File: src/rtl/speaker_scheduler_if.sv
// Tone request/response bundle between the sound sources and the speaker scheduler.
// Each multi-bit field packs three requesters, requester i at [i*W +: W].
interface speaker_scheduler_if #(
  parameter int HP_W  = 17,
  parameter int DUR_W = 12
);
  logic [2:0]         req;
  logic [3*HP_W-1:0]  half_period;
  logic [3*DUR_W-1:0] duration_ms;
  logic [2:0]         grant;
  logic [2:0]         done;
  logic               busy;
  logic               speaker;

  modport master (
    output req, half_period, duration_ms,
    input  grant, done, busy, speaker
  );

  modport slave (
    input  req, half_period, duration_ms,
    output grant, done, busy, speaker
  );
endinterface

File: src/rtl/speaker_scheduler.sv
// Fixed-priority arbiter sharing one speaker pin between three tone requesters,
// with a square-wave generator, millisecond duration timing and an inter-tone gap.
module speaker_scheduler #(
  parameter int CLK_HZ      = 25000000,
  parameter int TICK_CYCLES = 25000,
  parameter int GAP_CYCLES  = 250000,
  parameter int HP_W        = 17,
  parameter int DUR_W       = 12
) (
  input logic                clk,
  input logic                reset,
  speaker_scheduler_if.slave sched_io
);

  localparam int PRE_W = (TICK_CYCLES > 1) ? $clog2(TICK_CYCLES) : 1;
  localparam int GAP_W = (GAP_CYCLES > 1) ? $clog2(GAP_CYCLES) : 1;
  localparam logic [PRE_W-1:0] PRE_MAX = PRE_W'(TICK_CYCLES - 1);
  localparam logic [GAP_W-1:0] GAP_MAX = GAP_W'(GAP_CYCLES - 1);

  localparam logic [1:0] IDLE = 2'd0;
  localparam logic [1:0] PLAY = 2'd1;
  localparam logic [1:0] GAP  = 2'd2;

  if (GAP_CYCLES < 1 || TICK_CYCLES < 1 || CLK_HZ < 1) begin : g_param_check
    $error("speaker_scheduler: CLK_HZ, TICK_CYCLES and GAP_CYCLES must all be >= 1");
  end

  logic [1:0]       state_q, state_d;
  logic [2:0]       grant_q, grant_d;
  logic [2:0]       done_q, done_d;
  logic [2:0]       mask_q, mask_d;
  logic             speaker_q, speaker_d;
  logic             timed_q, timed_d;
  logic [HP_W-1:0]  hp_q, hp_d;
  logic [HP_W-1:0]  tone_q, tone_d;
  logic [PRE_W-1:0] pre_q, pre_d;
  logic [DUR_W-1:0] ticks_q, ticks_d;
  logic [GAP_W-1:0] gap_q, gap_d;

  logic [2:0]       elig;
  logic [2:0]       pickOh;
  logic [2:0]       maskSet;
  logic [HP_W-1:0]  hSel, hEff;
  logic [DUR_W-1:0] dSel;
  logic             completion;
  logic             toGap;

  // Lowest set bit of the eligible vector is the winning requester.
  always_comb begin
    elig   = sched_io.req & ~mask_q;
    pickOh = elig & (~elig + 3'd1);
    hSel   = sched_io.half_period[0 +: HP_W];
    dSel   = sched_io.duration_ms[0 +: DUR_W];
    if (pickOh[1]) begin
      hSel = sched_io.half_period[HP_W +: HP_W];
      dSel = sched_io.duration_ms[DUR_W +: DUR_W];
    end else if (pickOh[2]) begin
      hSel = sched_io.half_period[2*HP_W +: HP_W];
      dSel = sched_io.duration_ms[2*DUR_W +: DUR_W];
    end
    hEff = (hSel == '0) ? HP_W'(1) : hSel;
  end

  always_comb begin
    state_d    = state_q;
    grant_d    = grant_q;
    done_d     = 3'b000;
    speaker_d  = speaker_q;
    timed_d    = timed_q;
    hp_d       = hp_q;
    tone_d     = tone_q;
    pre_d      = pre_q;
    ticks_d    = ticks_q;
    gap_d      = gap_q;
    maskSet    = 3'b000;
    completion = 1'b0;
    toGap      = 1'b0;

    case (state_q)
      IDLE: begin
        if (elig != 3'b000) begin
          state_d   = PLAY;
          grant_d   = pickOh;
          hp_d      = hEff;
          tone_d    = hEff - 1'b1;
          pre_d     = PRE_MAX;
          ticks_d   = dSel;
          timed_d   = (dSel != '0);
          speaker_d = 1'b0;
        end
      end

      PLAY: begin
        if (tone_q == '0) begin
          tone_d    = hp_q - 1'b1;
          speaker_d = ~speaker_q;
        end else begin
          tone_d = tone_q - 1'b1;
        end

        if (pre_q == '0) begin
          pre_d = PRE_MAX;
          if (ticks_q != '0) ticks_d = ticks_q - 1'b1;
        end else begin
          pre_d = pre_q - 1'b1;
        end

        // Completion outranks a dropped request and a higher-priority arrival.
        completion = timed_q && (pre_q == '0) && (ticks_q == DUR_W'(1));
        if (completion) begin
          done_d  = grant_q;
          maskSet = grant_q;
          toGap   = 1'b1;
        end else if ((sched_io.req & grant_q) == 3'b000) begin
          toGap = 1'b1;
        end else if ((elig & (grant_q - 3'd1)) != 3'b000) begin
          toGap = 1'b1;
        end

        if (toGap) begin
          state_d   = GAP;
          grant_d   = 3'b000;
          speaker_d = 1'b0;
          gap_d     = GAP_MAX;
        end
      end

      GAP: begin
        if (gap_q == '0) state_d = IDLE;
        else             gap_d   = gap_q - 1'b1;
      end

      default: state_d = IDLE;
    endcase

    mask_d = (mask_q | maskSet) & sched_io.req;
  end

  always_ff @(posedge clk) begin
    if (reset) begin
      state_q   <= IDLE;
      grant_q   <= 3'b000;
      done_q    <= 3'b000;
      mask_q    <= 3'b000;
      speaker_q <= 1'b0;
      timed_q   <= 1'b0;
      hp_q      <= '0;
      tone_q    <= '0;
      pre_q     <= '0;
      ticks_q   <= '0;
      gap_q     <= '0;
    end else begin
      state_q   <= state_d;
      grant_q   <= grant_d;
      done_q    <= done_d;
      mask_q    <= mask_d;
      speaker_q <= speaker_d;
      timed_q   <= timed_d;
      hp_q      <= hp_d;
      tone_q    <= tone_d;
      pre_q     <= pre_d;
      ticks_q   <= ticks_d;
      gap_q     <= gap_d;
    end
  end

  assign sched_io.grant   = grant_q;
  assign sched_io.done    = done_q;
  assign sched_io.busy    = (state_q != IDLE);
  assign sched_io.speaker = speaker_q;

endmodule

File: src/flat_wrapper.sv
// flat-port wrapper written by rule: the top's interface ports become plain ports
module speaker_scheduler_flat 
#(
  parameter int CLK_HZ      = 25000000,
  parameter int TICK_CYCLES = 25000,
  parameter int GAP_CYCLES  = 250000,
  parameter int HP_W        = 17,
  parameter int DUR_W       = 12
)
  (clk, reset, sched_io_req, sched_io_half_period, sched_io_duration_ms, sched_io_grant, sched_io_done, sched_io_busy, sched_io_speaker);
  speaker_scheduler_if #(.HP_W(HP_W), .DUR_W(DUR_W)) sched_io_i ();
  input logic clk;
  input logic reset;
  input wire logic [$bits(sched_io_i.req)-1:0] sched_io_req;
  input wire logic [$bits(sched_io_i.half_period)-1:0] sched_io_half_period;
  input wire logic [$bits(sched_io_i.duration_ms)-1:0] sched_io_duration_ms;
  output wire logic [$bits(sched_io_i.grant)-1:0] sched_io_grant;
  output wire logic [$bits(sched_io_i.done)-1:0] sched_io_done;
  output wire logic [$bits(sched_io_i.busy)-1:0] sched_io_busy;
  output wire logic [$bits(sched_io_i.speaker)-1:0] sched_io_speaker;
  assign sched_io_i.req = sched_io_req;
  assign sched_io_i.half_period = sched_io_half_period;
  assign sched_io_i.duration_ms = sched_io_duration_ms;
  assign sched_io_grant = sched_io_i.grant;
  assign sched_io_done = sched_io_i.done;
  assign sched_io_busy = sched_io_i.busy;
  assign sched_io_speaker = sched_io_i.speaker;
  speaker_scheduler #(.CLK_HZ(CLK_HZ), .TICK_CYCLES(TICK_CYCLES), .GAP_CYCLES(GAP_CYCLES), .HP_W(HP_W), .DUR_W(DUR_W)) u_core (.clk(clk), .reset(reset), .sched_io(sched_io_i));
endmodule
File: config.mk
export PLATFORM = sky130hd
export DESIGN_NAME = speaker_scheduler_flat
export DESIGN_NICKNAME = d
export VERILOG_FILES = /design/src/rtl/speaker_scheduler_if.sv /design/src/rtl/speaker_scheduler.sv /design/src/flat_wrapper.sv
export SDC_FILE = /design/constraint.sdc
export NUM_CORES = 1
export LEC_CHECK = 0
export ABC_AREA = 1
export CAP_MARGIN = 10
export CORE_ASPECT_RATIO = 1.2
export CORE_UTILIZATION = 45
export DETAILED_ROUTE_END_ITERATION = 7
export PLACE_DENSITY = 0.67
export SETUP_SLACK_MARGIN = 0.5
export SYNTH_ARGS = -nofsm -noshare
export SYNTH_HDL_FRONTEND = slang
export SYNTH_SLANG_ARGS = --single-unit
export TNS_END_PERCENT = 20
File: constraint.sdc
create_clock -name clk -period 2.95 [get_ports clk]
set_input_delay 0.59 -clock clk [delete_from_list [all_inputs] [get_ports clk]]
set_output_delay 0.59 -clock clk [all_outputs]
set_load 0.01 [all_outputs]
# ---- Word level (Yosys, flattened, before mapping)
# Index checks and enable logic that the tools add are counted.
dict set report op_classes {
  add_sub_neg 8
  n_eq_ne 10
  muxes 35
  n_bitwise 9
  reduce_logical 22
}
# op n
set op_table {}
lappend op_table {{2-to-1 mux 17 bit} 5}
lappend op_table {{2-to-1 mux 12 bit} 5}
lappend op_table {{subtractor 17 x 1 -> 17 bit, second input constant} 3}
lappend op_table {{2-to-1 mux 18 bit} 2}
lappend op_table {{one-hot mux 18 bit (2 select lines)} 1}
lappend op_table {{zero test 17 bit} 2}
lappend op_table {{one-hot mux 17 bit (2 select lines)} 1}
lappend op_table {{2-to-1 mux 15 bit} 2}
lappend op_table {{one-hot mux 15 bit (2 select lines)} 1}
lappend op_table {{one-hot mux 12 bit (2 select lines)} 1}
lappend op_table {{nonzero test 12 bit} 2}
lappend op_table {{zero test 18 bit} 1}
lappend op_table {{subtractor 18 x 1 -> 18 bit, second input constant} 1}
lappend op_table {{AND 3 bit} 5}
lappend op_table {{zero test 15 bit} 1}
lappend op_table {{subtractor 15 x 1 -> 15 bit, second input constant} 1}
lappend op_table {{== test 12 x 1 -> 1 bit, second input constant} 1}
lappend op_table {{2-to-1 mux 3 bit} 4}
lappend op_table {{AND reduction 3 bit} 4}
lappend op_table {{subtractor 12 x 1 -> 12 bit, second input constant} 1}
lappend op_table {{!= test 2 x 1 -> 1 bit, second input constant} 5}
lappend op_table {{2-to-1 mux 1 bit} 7}
lappend op_table {{2-to-1 mux 2 bit} 3}
lappend op_table {{NOT 3 bit} 2}
lappend op_table {{18 further kinds} 23}
dict set report totals {
  ff_bits 92
  input_bits 92
  output_inout_bits 8
}

# ---- Depth between registers and ports, before layout
# Gate-level depths: netlist of the first run.
dict set report logic_depth {
  word_depth 12
  mapped_depth 27
}

# ---- Worst setup path after synthesis of the first run
# Ideal clock, no wire load.
dict set report synth_path {
  path_kind {input port to flip-flop}
  from {input sched_io_req[2]}
  to {register u_core.tone_q[10]}
  arrival_time_ns 2.613
  setup_slack_ns 0.224
  stages 26
  cell_sequence {inv_2 -> nor2_8 -> nand3_4 -> inv_2 -> buf_6 -> nand2_1 -> nand2_1 -> nand2_1 -> nand2_1 -> nor2_1 -> nand2_1 -> nor2_1 -> nand2_1 -> nand2_2 -> nand2_4 -> nand2_4 -> inv_2 -> ha_1 -> inv_1 -> nor2_8 -> nand2_4 -> nor2_4 -> nand2_1 -> xnor2_1 -> o21bai_1 -> inv_1}
}
dict set report synth_between {
  elab_chain_cells 11
  word_cells_on_any_way 14
}
# element line_no
set synth_lines {}
lappend synth_lines {{start: declaration} flat_wrapper.sv:14} ;# input wire logic [$bits(sched_io_i.req)-1:0] sched_io_req;
lappend synth_lines {{AND 3 bit (*)} speaker_scheduler.sv:50} ;# elig = sched_io.req & ~mask_q;
lappend synth_lines {{NOT 3 bit} speaker_scheduler.sv:51} ;# pickOh = elig & (~elig + 3'd1);
lappend synth_lines {{adder 3 x 1 -> 3 bit} speaker_scheduler.sv:51}
lappend synth_lines {{AND 3 bit} speaker_scheduler.sv:51}
lappend synth_lines {{2-to-1 mux 17 bit} speaker_scheduler.sv:57} ;# end else if (pickOh[2]) begin
lappend synth_lines {{2-to-1 mux 17 bit} speaker_scheduler.sv:54} ;# if (pickOh[1]) begin
lappend synth_lines {{zero test 17 bit} speaker_scheduler.sv:61} ;# hEff = (hSel == '0) ? HP_W'(1) : hSel;
lappend synth_lines {{2-to-1 mux 17 bit} speaker_scheduler.sv:61}
lappend synth_lines {{subtractor 17 x 1 -> 17 bit} speaker_scheduler.sv:85} ;# tone_d = hEff - 1'b1;
lappend synth_lines {{2-to-1 mux 17 bit} speaker_scheduler.sv:81} ;# if (elig != 3'b000) begin
lappend synth_lines {{one-hot mux 17 bit (2 select lines)} speaker_scheduler.sv:79} ;# case (state_q)
lappend synth_lines {{end signal: assignment} speaker_scheduler.sv:160} ;# tone_q <= tone_d;
lappend synth_lines {{end: declaration} speaker_scheduler.sv:35} ;# logic [HP_W-1:0] tone_q, tone_d;
# Mark *: on every way between the ends. The rest lies on a longest branch, timed or not. The select of a mux whose other input is x is not followed.
# A chain may end at the register's enable or synchronous reset.

# ---- Worst setup path in the final report of the first run
dict set report layout_path {
  from {register u_core.mask_q[0]}
  to {register u_core.tone_q[6]}
}
dict set report layout_between {
  elab_chain_cells 12
  word_cells_on_any_way 15
}
# element line_no
set layout_lines {}
lappend layout_lines {{start: declaration} speaker_scheduler.sv:31} ;# logic [2:0] mask_q, mask_d;
lappend layout_lines {{start signal: assignment} speaker_scheduler.sv:156} ;# mask_q <= mask_d;
lappend layout_lines {{NOT 3 bit (*)} speaker_scheduler.sv:50}
lappend layout_lines {{AND 3 bit (*)} speaker_scheduler.sv:50}
lappend layout_lines {{NOT 3 bit} speaker_scheduler.sv:51}
lappend layout_lines {{adder 3 x 1 -> 3 bit} speaker_scheduler.sv:51}
lappend layout_lines {{AND 3 bit} speaker_scheduler.sv:51}
lappend layout_lines {{2-to-1 mux 17 bit} speaker_scheduler.sv:57}
lappend layout_lines {{2-to-1 mux 17 bit} speaker_scheduler.sv:54}
lappend layout_lines {{zero test 17 bit} speaker_scheduler.sv:61}
lappend layout_lines {{2-to-1 mux 17 bit} speaker_scheduler.sv:61}
lappend layout_lines {{subtractor 17 x 1 -> 17 bit} speaker_scheduler.sv:85}
lappend layout_lines {{2-to-1 mux 17 bit} speaker_scheduler.sv:81}
lappend layout_lines {{one-hot mux 17 bit (2 select lines)} speaker_scheduler.sv:79}
# Marked as above.

==> impl_metrics.sql, run 1 <==
INSERT INTO impl_metrics (metric_group, metric, value, unit) VALUES
('synthesis', 'synthDominantAreaCellType', 'dfxtp_1', ''),
('cts', 'clockBufferDepth', '2', ''),
('die', 'floorplan.core_area', '0.0133', 'mm^2'),
('worst_setup_path', 'critical_path_required', '3.19', 'ns'),
('cts', 'cts_tree', 'yes', ''),
('cts', 'cts_buffers', '9', ''),
('synthesis', 'netlist_area', '0.00616', 'mm^2'),
('placement', 'gpl.final_weighted_congestion', '0.834', ''),
('detailed_routing', 'drt_iter0_markers', '470', ''),
('die', 'placementRows', '46', ''),
('cts', 'clkTransAtPathRegs', '0.07', 'ns'),
('placement', 'placed_cells_incl_taps', '1268', ''),
('die', 'io_pins', '100', ''),
('run', 'max_cap_violations', '0', ''),
('global_route', 'grt_usage', '26.9', '%'),
('detailed_routing', 'drc', '0', ''),
('synthesis', 'ys_ff_latch', '92', ''),
('synthesis', 'synth_largest_type_area_fraction', '29.9', '%'),
('synthesis', 'mappedNetlistNets', '1063', ''),
('synthesis', 'synth-warning-count', '0', ''),
('synthesis', 'syn-mean-instance-area', '6.39', 'um^2'),
('power_and_ir_drop', 'clock_power_share', '23.9', '%'),
('detailed_routing', 'totalWireLength', '18000', 'um'),
('detailed_routing', 'avgViaCountPerCell', '5.15', ''),
('global_route', 'grt_ovf', '0', ''),
('cts', 'cts-root-buf', 'clkbuf_16', ''),
('power_and_ir_drop', 'seq_power_share', '33.5', '%'),
('die', 'die_w', '109', 'um'),
('cts', 'clk_latency', '0.35', 'ns'),
('worst_setup_path', 'path_class', 'flip-flop to flip-flop', ''),
('sta', 'period_minus_slack', '2.64', 'ns'),
('global_route', 'first_global_vias', '6272', ''),
('sta', 'rsz0062_at_grt', 'true', ''),
('power_and_ir_drop', 'intPower', '2970', 'uW'),
('worst_setup_path', 'critical_path_endpoint_category', 'flip-flop', ''),
('sta', 'fin_crit_sh', '89.3', '%'),
('sta', 'finalHoldViolations', '0', ''),
('global_route', 'grt_pass1_wl', '29800', 'um'),
('cts', 'numClockSinks', '92', ''),
('power_and_ir_drop', 'p_leak', '0.00381', 'uW'),
('worst_setup_path', 'cp_data_arrival_time', '2.88', 'ns'),
('die', 'floorplan.initialDensity', '46.4', '%'),
('detailed_routing', 'route.detailed.wl_per_inst', '13.9', 'um'),
('final_layout', 'final_layout_size_suffix_gt1_share', '16.4', '%'),
('detailed_routing', 'firstDrtPassIters', '5', ''),
('run_status', 'outcome', 'complete, no violations', ''),
('power_and_ir_drop', 'p_sw', '1900', 'uW'),
('synthesis', 'synth.lib_cells_used.distinct', '48', ''),
('power_and_ir_drop', 'ir_worst_vdd', '0.000427', 'V'),
('global_route', 'gr-usage-met1', '32.7', '%'),
('sta', 'timing.final.setup_violations', '0', ''),
('worst_setup_path', 'crit_path_max_fanout', '11', ''),
('synthesis', 'yosys-top-cells-area', 'dfxtp_1, nand2_1, inv_1, o21ai_0, a21oi_1', ''),
('sta', 'tightest_slew', '0.625', 'ns'),
('final_layout', 'areaGrowthSynthToFinish', '33.2', '%'),
('sta', 'setup_total_negative_slack', '0', 'ns'),
('final_layout', 'final-instance-count-excl-fill', '1295', ''),
('power_and_ir_drop', 'power_density', '593', 'mW/mm^2'),
('sta', 'slew_viol_final', '0', ''),
('global_route', 'use_met3', '3.70', '%'),
('global_route', 'grt_max_degree', '53', ''),
('global_route', 'grt_antenna_before_repair', '0', ''),
('power_and_ir_drop', 'power.switching_fraction', '39.1', '%'),
('die', 'die_height', '130', 'um'),
('global_route', 'grt_busiest_layer', 'met2', ''),
('worst_setup_path', 'cp-start-kind', 'flip-flop', ''),
('final_layout', 'diode_count', '0', ''),
('detailed_routing', 'vias_after_detailed_routing', '6668', ''),
('synthesis', 'syn_inst', '965', ''),
('placement', 'port_buffers', '99', ''),
('global_route', 'grt_util_met2', '48.0', '%'),
('placement', 'dpl.hpwl', '13600', 'um'),
('power_and_ir_drop', 'p_comb_share', '42.6', '%'),
('sta', 'max_freq', '379', 'MHz'),
('detailed_routing', 'detail-route-antenna-nets', '0', ''),
('cts', 'max_h_tree_level', '3', ''),
('final_layout', 'final_nets', '1220', ''),
('sta', 'worst_slew_margin_rel', '58.3', '%'),
('min_path', 'min-delay-path-class', 'flip-flop to flip-flop', ''),
('synthesis', 'ys_seq_area_share', '29.9', '%'),
('die', 'die_area', '0.0142', 'mm^2'),
('sta', 'worst_clock_skew', '0.0106', 'ns');
## cell families after synthesis
| logic type | count (synthesis) | synth area share [%] |
|---|---|---|
| compound gates | 215 | 19.6 |
| flops | 92 | 29.9 |
| simple gates | 443 | 34.5 |
| fa+ha+maj | 6 | 1.22 |
| xor+xnor | 13 | 1.85 |
| buf+inv | 196 | 13.0 |
## timing repair
item | in CTS | in global routing
setup buffers | 7 | 4
endpoints found under the setup margin | 17 | 34
pin swaps | 12 | 8
resized for setup | 28 | 9
hold buffers | 0 | 0
## cells in the final DEF, fill, tap and decap left out, types with 9 or more instances in the layout
| cell | instances |
|---|---|
| nor3_1 | 13 |
| o21ai_0 | 92 |
| o211ai_1 | 9 |
| nand2_4 | 9 |
| nand4_1 | 21 |
| a21oi_1 | 69 |
| nor2_1 | 88 |
| nand2_2 | 20 |
| nand2_1 | 204 |
| clkdlybuf4s50_1 | 95 |
| buf_4 | 77 |
| inv_1 | 144 |
| dfxtp_1 | 91 |
| nor2_2 | 9 |
| a31oi_1 | 15 |
| nor4_1 | 10 |
| clkbuf_16 | 9 |
| nand3_1 | 43 |
## stage by stage
stage | total power [uW] | hold WS [ns] | util (%) | setup WS, ns | area [um^2]
after floorplan | 2990 | 0.426 | - | 0.297 | 6190
after global placement | 3650 | 0.447 | 58.5 | -0.362 | 7780
after detailed placement | 3670 | 0.451 | 58.5 | -0.431 | 7780
after CTS | 4850 | 0.464 | 61.3 | 0.358 | 8160
after global routing | 5210 | 0.488 | 61.8 | 0.143 | 8210
final | 4870 | 0.469 | 61.8 | 0.314 | 8210
## path summary, 6_finish.rpt
check / start / to / slack (ns) / cells after the start
hold reg to reg: u_core.pre_q[7]$_SDFFE_PP0P_ / u_core.pre_q[7]$_SDFFE_PP0P_ / 0.47 / 2
setup / recovery: u_core.mask_q[0]$_SDFF_PP0_ / u_core.tone_q[6]$_SDFFE_PP0P_ / 0.31 / 24
setup reg to reg: u_core.mask_q[0]$_SDFF_PP0_ / u_core.tone_q[6]$_SDFFE_PP0P_ / 0.31 / 24
hold / removal: u_core.pre_q[7]$_SDFFE_PP0P_ / u_core.pre_q[7]$_SDFFE_PP0P_ / 0.47 / 2
## final cells by class
class / instances / area [um^2]
fill: 1238 / 5080
tap: 168 / 210
clock inverter: 3 / 26.3
multi-input combinational: 677 / 3560
timing repair buffer: 185 / 1690
clock buffer: 13 / 270
inverter: 157 / 612
sequential: 92 / 1840
## critical path, stage by stage, from the launching register on
cell	delay (ns)
dfxtp_2	0.34
inv_4	0.05
nand2_4	0.08
buf_6	0.10
nand3_4	0.13
buf_8	0.18
buf_4	0.13
o211ai_2	0.14
nand2_2	0.07
nor2_1	0.08
nand2_1	0.06
nor2_1	0.09
nand2_1	0.07
nand2_2	0.08
nand2_4	0.06
nand2_4	0.09
inv_4	0.04
ha_4	0.15
inv_4	0.07
nor2_8	0.04
buf_4	0.13
nand2_1	0.10
nor2_1	0.05
a21oi_1	0.11
a21oi_1	0.08
## sequential cells by signal, summed over array words and instances (netlist names)
signal,cells
u_core.gap_q,18
u_core.timed_q,1
u_core.tone_q,17
u_core.state_q,2
u_core.sched_io.speaker,1
u_core.pre_q,15
u_core.sched_io.done,3
u_core.mask_q,3
u_core.sched_io.grant,3
u_core.ticks_q,12
u_core.hp_q,17
## synth_stat cells (all sizes together)
cell    count
inv       157
o21ai     100
o2111a      3
a21oi      70
nand4      21
a31o        1
nand2     233
a31oi      15
o32ai       1
o21bai      3
nand3      48
buf        18
o221ai      2
or2         4
nand3b      3
nor4       12
nor2      106
a311oi      2
o41ai       1
nor3       14
o31ai       1
xor2        5
dfxtp      92
o211ai     10
a211oi      5
nor3b       2
clkbuf     21
ha          6
xnor2       8
a21boi      1
## routing by layer
| metal | vias to the layer above | wire length [um] |
|---|---|---|
| met5 | - | 0 |
| met4 | 0 | 426 |
| met3 | 29 | 681 |
| met2 | 155 | 8870 |
| met1 | 3038 | 8060 |
| li1 | 3446 | - |
## power groups by stage
stage	combinational (uW)	sequential (uW)	clock, uW
2_1_floorplan	1380	1610	0
3_3_place_gp	2000	1650	0
3_5_place_dp	2010	1650	0
4_1_cts	2050	1630	1170
5_1_grt	2320	1660	1230
6_report	2070	1630	1160
Power figures use the tool's default switching activity.
==> run 2, diff against run 1 <==
--- a/config.mk
+++ b/config.mk
@@ -10,6 +10,7 @@
 export CORE_ASPECT_RATIO = 1.2
 export CORE_UTILIZATION = 45
 export DETAILED_ROUTE_END_ITERATION = 7
+export HOLD_SLACK_MARGIN = 0.02
 export PLACE_DENSITY = 0.67
 export SETUP_SLACK_MARGIN = 0.5
 export SYNTH_ARGS = -nofsm -noshare
==> results of run 2 <==
Final layout, timing and power as in run 1 (identical DEF).
